<file path="src/rtl/d_pipeline_reg.sv">
// Elastic pipeline register: DEPTH stages of WIDTH-bit registers with a
// valid bit per stage. Ready ripples back from the output, so empty stages
// are filled by the data behind them (bubble collapse). The block also has a
// synchronous flush and a registered occupancy count.

// One pipeline stage: a valid bit plus a data word, loaded from its
// upstream source whenever the chain lets this stage advance.
module d_pipeline_reg_stage #(
    parameter int WIDTH = 8
) (
    input  logic             clk,
    input  logic             reset,
    input  logic             flush,
    input  logic             adv_i,
    input  logic             src_v_i,
    input  logic [WIDTH-1:0] src_d_i,
    output logic             v_o,
    output logic [WIDTH-1:0] d_o
);
    logic             v_q, v_d;
    logic [WIDTH-1:0] d_q, d_d;

    // Next state: flush drops the valid bit only; the data word becomes a
    // don't-care and is left alone. A stalled stage keeps its word.
    always_comb begin
        v_d = v_q;
        d_d = d_q;
        if (flush) begin
            v_d = 1'b0;
        end else if (adv_i) begin
            v_d = src_v_i;
            d_d = src_d_i;
        end
    end

    // Stage registers; reset also clears the data so out_data reads zero.
    always_ff @(posedge clk) begin
        if (reset) begin
            v_q <= 1'b0;
            d_q <= '0;
        end else begin
            v_q <= v_d;
            d_q <= d_d;
        end
    end

    assign v_o = v_q;
    assign d_o = d_q;
endmodule

module d_pipeline_reg #(
    parameter int WIDTH = 8,
    parameter int DEPTH = 3
) (
    input  logic                         clk,
    input  logic                         reset,
    input  logic                         flush,
    input  logic                         in_valid,
    output logic                         in_ready,
    input  logic [WIDTH-1:0]             in_data,
    output logic                         out_valid,
    input  logic                         out_ready,
    output logic [WIDTH-1:0]             out_data,
    output logic [$clog2(DEPTH+1)-1:0]   count
);
    localparam int CNT_W = $clog2(DEPTH+1);

    logic [DEPTH-1:0]            stage_v;
    logic [DEPTH-1:0][WIDTH-1:0] stage_d;
    logic [DEPTH-1:0]            src_v;
    logic [DEPTH-1:0][WIDTH-1:0] src_d;
    logic [DEPTH-1:0]            adv;
    logic                        adv_run;
    logic                        accept;
    logic                        consume;
    logic [CNT_W-1:0]            count_q, count_d;

    // Advance chain: a stage may load when everything downstream moves or
    // when it is itself empty. This is the documented combinational path
    // from out_ready back to in_ready; in_valid never reaches out_valid.
    always_comb begin
        adv     = '0;
        adv_run = out_ready | ~stage_v[DEPTH-1];
        adv[DEPTH-1] = adv_run;
        for (int i = DEPTH - 2; i >= 0; i--) begin
            adv_run = adv_run | ~stage_v[i];
            adv[i]  = adv_run;
        end
    end

    assign in_ready  = adv[0];
    assign accept    = in_valid & in_ready;
    assign out_valid = stage_v[DEPTH-1];
    assign out_data  = stage_d[DEPTH-1];
    assign consume   = out_valid & out_ready;

    genvar g;
    generate
        for (g = 0; g < DEPTH; g++) begin : g_stage
            if (g == 0) begin : g_head
                assign src_v[g] = accept;
                assign src_d[g] = in_data;
            end else begin : g_body
                assign src_v[g] = stage_v[g-1];
                assign src_d[g] = stage_d[g-1];
            end

            d_pipeline_reg_stage #(.WIDTH(WIDTH)) u_stage (
                .clk     (clk),
                .reset   (reset),
                .flush   (flush),
                .adv_i   (adv[g]),
                .src_v_i (src_v[g]),
                .src_d_i (src_d[g]),
                .v_o     (stage_v[g]),
                .d_o     (stage_d[g])
            );
        end
    endgenerate

    // Occupancy: tracks accepts minus consumes; a flush empties every stage.
    always_comb begin
        count_d = count_q + CNT_W'(accept) - CNT_W'(consume);
        if (flush) begin
            count_d = '0;
        end
    end

    // Occupancy register.
    always_ff @(posedge clk) begin
        if (reset) begin
            count_q <= '0;
        end else begin
            count_q <= count_d;
        end
    end

    assign count = count_q;
endmodule

</file>
<file path="config.mk">
export PLATFORM = sky130hd
export DESIGN_NAME = d_pipeline_reg
export DESIGN_NICKNAME = d
export VERILOG_FILES = /design/src/rtl/d_pipeline_reg.sv
export SDC_FILE = /design/constraint.sdc
export NUM_CORES = 1
export LEC_CHECK = 0
export ABC_AREA = 1
export ABC_CLOCK_PERIOD_IN_PS = 1910
export BUFFER_PORTS_ARGS = -buffer_cell sky130_fd_sc_hd__buf_2
export CORE_UTILIZATION = 30
export DETAILED_ROUTE_END_ITERATION = 7
export GPL_TIMING_DRIVEN = 1
export SYNTH_ARGS = -nofsm -noshare
export SYNTH_HDL_FRONTEND = slang
export SYNTH_SLANG_ARGS = --single-unit
</file>
<file path="constraint.sdc">
create_clock -name clk -period 1.91 [get_ports clk]
set_clock_uncertainty 0.1 [all_clocks]
set_input_delay 0.0955 -clock clk [delete_from_list [all_inputs] [get_ports clk]]
set_output_delay 0.0955 -clock clk [all_outputs]
set_load 0.02 [all_outputs]
</file>
== Word-level counts from Yosys, hierarchy flattened ==
Cells that the tools add are included.
Operators by class
  add/subtract/negate cells: 2
  bitwise operators: 9
  reduce and logical (&&, ||, !) cells: 4
Operators with widths (number)
  $reduce_and A2 Y1: 3
  $not A1 Y1: 4
  $or A1 B1 Y1: 3
  $add A2 B1 Y2: 1
  $and A1 B1 Y1: 2
  $reduce_or A2 Y1: 1
  $sub A2 B1 Y2: 1
Storage, ports and cells
  flip-flop bits (word level): 29
  input bits: 13
  output and inout port bits: 12
  word-level logic and storage cells: 22

== Depth between registers and ports, before layout ==
  depth in word-level cells: 7
  mapped depth: 9
  depth with buffers taken out: 9

== Hierarchy ==
Synthesis repeated with hierarchy kept, for this count alone.
Second synthesis, totals
  cell total of the unflattened synthesis: 198
  area total of the unflattened synthesis: 1330.0 um2
Modules (own cells, without submodules)
  d_pipeline_reg_stage: instances 3, cells an instance 58, area an instance 390.4 um2, sequential area each 180.2 um2
  d_pipeline_reg: instances 1, cells an instance 24, area an instance 158.9 um2, sequential area each 40.0 um2

== Worst setup path before layout ==
OpenSTA, ideal clock, no wires.
  path kind: flip-flop to flip-flop
  from: register g_stage[2].u_stage.v_q
  to: register count_q[0] (netlist: count[0])
  library setup time: 0.116 ns
  data arrival time: 1.421 ns
  data required time: 1.694 ns
  setup slack: 0.273 ns
  cell stages (with the launch flop): 8
  buffers on the path: 0
  period minus slack after synthesis: 1.637 ns
  path through: dfxtp_1 nand4_2 nand2_1 ha_1 inv_1 ha_1 inv_1 nor2_1
On the way
  cells in the longest elaborated chain, start to end: 7
  elaborated cells between the ends (all ways): 8
  those cells by class: 2 x add/sub; 6 x bitwise
Ends and longest elaborated chain
  start, declared: RTL line 20  | logic v_q, v_d;
  start signal, assigned: RTL line 42  | v_q <= v_d;
  $not A1 Y1: RTL line 83  | adv_run = out_ready | ~stage_v[DEPTH-1];
  $or A1 B1 Y1: RTL line 83
  $or A1 B1 Y1 (2 in a row): RTL line 86  | adv_run = adv_run | ~stage_v[i];
  $and A1 B1 Y1: RTL line 92  | assign accept = in_valid & in_ready;
  $add A2 B1 Y2: RTL line 123  | count_d = count_q + CNT_W'(accept) - CNT_W'(consume);
  $sub A2 B1 Y2 *: RTL line 123
  end signal, assigned: RTL line 134  | count_q <= count_d;
  end, declared: RTL line 76  | logic [CNT_W-1:0] count_q, count_d;
Mark *: on every way between the ends. The rest lies on a longest branch, timed or not.
A chain may end at the register's enable or synchronous reset.

== Worst setup path after layout ==
  from: register g_stage[1].u_stage.v_q
  to: register count_q[0] (netlist: count[0])
On the way
  cells in the longest elaborated chain, start to end: 6
Ends and longest elaborated chain (RTL line)
  start, declared: 20
  start signal, assigned: 42
  $not A1 Y1: 86
  $or A1 B1 Y1 (2 in a row): 86
  $and A1 B1 Y1: 92
  $add A2 B1 Y2: 123
  $sub A2 B1 Y2: 123
Every way passes these cells.

==> impl_results.md <==
- Die Y: 66.00 um
- Leak Pwr: slightly below 0.8 nW
- Vias in the first global route: 865
- Startpoint Class: flip-flop
- Max stage delay on crit path: roughly 370 ps
- Initial antenna violation count: 0
- Syn Inst Count: between 150 and 200
- Required time worst endpoint: just under 2000 ps
- Boundary Pins: 25
- Sequential fraction of design power: 42.3%
- Max Fclk: roughly 730 MHz
- Most frequent cells in the layout: nor2_1, dfxtp_1, inv_1, buf_2, nand2_1
- Ant diodes: 0
- PwrDens: roughly 1000 mW/mm^2
- Synth warn: 0
- Slowest cell on crit path: dfxtp_1
- Slew @ Worst Pin: 323.0 ps
- I/O Buffers: 24
- Antenna violation net count after detailed routing: 0
- DRT iter0 DRCs: 29
- Fin Setup TNS: 0 ps
- Switch share: between 20 and 25%
- Drt wl/cell: 9.033 um
- GPL Wtd Cong: 0.7214
- Syn avg cell area: 7.270 um^2
- Cell Count, Final, Fillers Out: 246
- Bufs on Longest Clock Path: 2
- Cell variety after synth: 19
- Worst path cell trace: nand4_2 > nand2_1 > ha_1 > inv_1 > ha_1 > inv_1 > nor2_1
- # placed instances: ~240
- Flop2flop setup slack: 540 ps
- Area growth syn-to-layout: 24.64%
- H-tree depth: 2
- Most Crowded Layer GR: met2
- Final instance area: 0.001531 mm^2
- CTS buffer count: 5
- First-pass GRT wire length: around 3.8 mm
- Final Routed Wirelength: ~2.2 mm
- # nets final: between 200 and 250
- Seq/Total Area, Yosys: between 40% and 50%
- Grt total ovfl: 0
- Post-synthesis cell area: about 0.0012 mm^2
- Layout cells sized above 1: about a fifth
- Root Buffer: clkbuf_8
- Final min period: 1370 ps
- M3 GR Usage: under 10%
- Max-Cap Viols: 0
- Post-CTS Setup Repair Bufs: 0
- Post-place setup slack: roughly 530 ps
- Power share of the combinational group: under 10%
- Final HPWL from detailed placement: 1.424 mm
- RSZ-0062 raised after global routing: false
- Type of the worst setup path: reg2reg
- P_sw: around 0.34 mW
- Tot GR Track Use: between 10% and 20%
- VDD IR-drop max: ~0.58 mV
- Worst slew margin: slightly below 80%
- DIE WIDTH: about 66 um
- Syn Nets: 184
- Final Hold Viols: 0
- GRT met2 Usage: 16.20%
- Finish-stage setup viols: 0
- Clock sink count: 29
- Reg clk slew, reported paths: 60 ps
- Core Area: roughly 0.0038 mm^2
- Element type at the critical path end: flip-flop
- Clock Latency Late Sink: ~280 ps
- Fin. max-slew vios: 0
- CP max FO: 3
- Met1 GRT Util: about 15%
- Most common cell after layout, fill and taps aside: nor2_1
- Largest net degree at the start of global routing: 34
- Power Total: roughly 1.6 mW
- Drc violations: 0
- Vias: approximately 1000
- Die ar.: 0.004355 mm^2
- Clock share of power: 48.4%
- Initial core utilization: between 30 and 40%
- Crit path DAT: ~1400 ps
- Placement Rows: 22
- CTS tree: built
- Final worst-path cycle share: 71.75%
- DRT Pass-1 Iters: 4
- Worst Slack Setup Final: 539.7 ps
- Worst Hold Class: in2reg
- Vias per cell: ~4.2
- Int Pwr: 1.219 mW
- Outcome: finished, final reports clean
- DP Area: between 0.001 and 0.0015 mm^2
- Synth Register Bits: 29
-- sequential cells by signal (all words and copies together) (netlist names) --
signal and flops:
g_stage.u_stage.d_o 24, g_stage.u_stage.v_o 3, count 2
-- stage by stage --
stage / hold WS (ps) / util, %
after floorplan: 169.4 / -
after global placement: 287.3 / 36.53
after detailed placement: 291.2 / 36.53
after CTS: 26.46 / 40.32
after global routing: 61.06 / 40.32
final: 30.06 / 40.32
-- worst max-delay path, delay by kind of cell (launching register included) --
kind          cells  cell delay, ps
buf+inv           2             110
flops             1             370
simple gates      3             240
fa+ha+maj         2             430
-- layer usage --
| layer | share of wire (%) | up-vias |
|---|---|---|
| li1 | - | 581 |
| met1 | 51 | 429 |
| met2 | 41 | 22 |
| met3 | 5.1 | 6 |
| met4 | 2.3 | 0 |
| met5 | 0 | - |
-- power by group through the flow --
| stage | Clock, mW | Sequential [mW] | Combinational (mW) |
|---|---|---|---|
| after floorplan | 0 | 0.686 | 0.0879 |
| after global placement | 0 | 0.671 | 0.143 |
| after detailed placement | 0 | 0.672 | 0.144 |
| after CTS | 0.772 | 0.659 | 0.146 |
| after global routing | 0.792 | 0.663 | 0.170 |
| final | 0.754 | 0.659 | 0.145 |
-- layout make-up --
type / count / area [um^2]
fill: 438 / 2267
sequential: 29 / 580.6
multi-input combinational: 107 / 506.7
timing repair buffer: 28 / 152.6
inverter: 26 / 97.59
clock buffer: 5 / 68.82
clock inverter: 3 / 65.06
tap: 48 / 60.06
-- final timing paths --
| check | startpoint | cells past startpoint | to |
|---|---|---|---|
| setup / recovery | g_stage[1].u_stage.v_o | 7 | count[0] |
| hold / removal | in_data[5] | 5 | g_stage[0].u_stage.d_o[5] |
| hold reg to reg | g_stage[0].u_stage.v_o | 2 | g_stage[1].u_stage.v_o |
| setup reg to reg | g_stage[1].u_stage.v_o | 7 | count[0] |
-- logic make-up (layout without fill, tap and decap cells) --
| family | after synthesis | in the layout | share of synthesized area (%) |
|---|---|---|---|
| simple gates | 75 | 75 | 26.07 |
| buf+inv | 33 | 62 | 11.51 |
| flops | 29 | 29 | 47.25 |
| compound gates | 28 | 28 | 11.71 |
| fa+ha+maj | 2 | 2 | 2.036 |
| xor+xnor | 2 | 2 | 1.426 |
-- what timing repair did --
item / 4_1_cts / 5_1_grt
resized for setup: 0 / 0
hold buffers: 1 / 0
endpoints found under the hold margin: 1 / 0
-- synth_stat cells (all sizes together) --
library cell  number  area, um^2
nor2              36       137.6
clkbuf             3       11.26
nand2             22       85.09
nand3             16       85.08
o21ai              9       48.80
xor2               1       8.760
a21oi             19       95.09
nand4              1       12.51
ha                 2       25.02
clkinv             1       3.750
dfxtp             29       580.6
inv               25       93.84
xnor2              1       8.760
buf                4       32.53
Note: power is estimated with default switching activity, not from simulation.
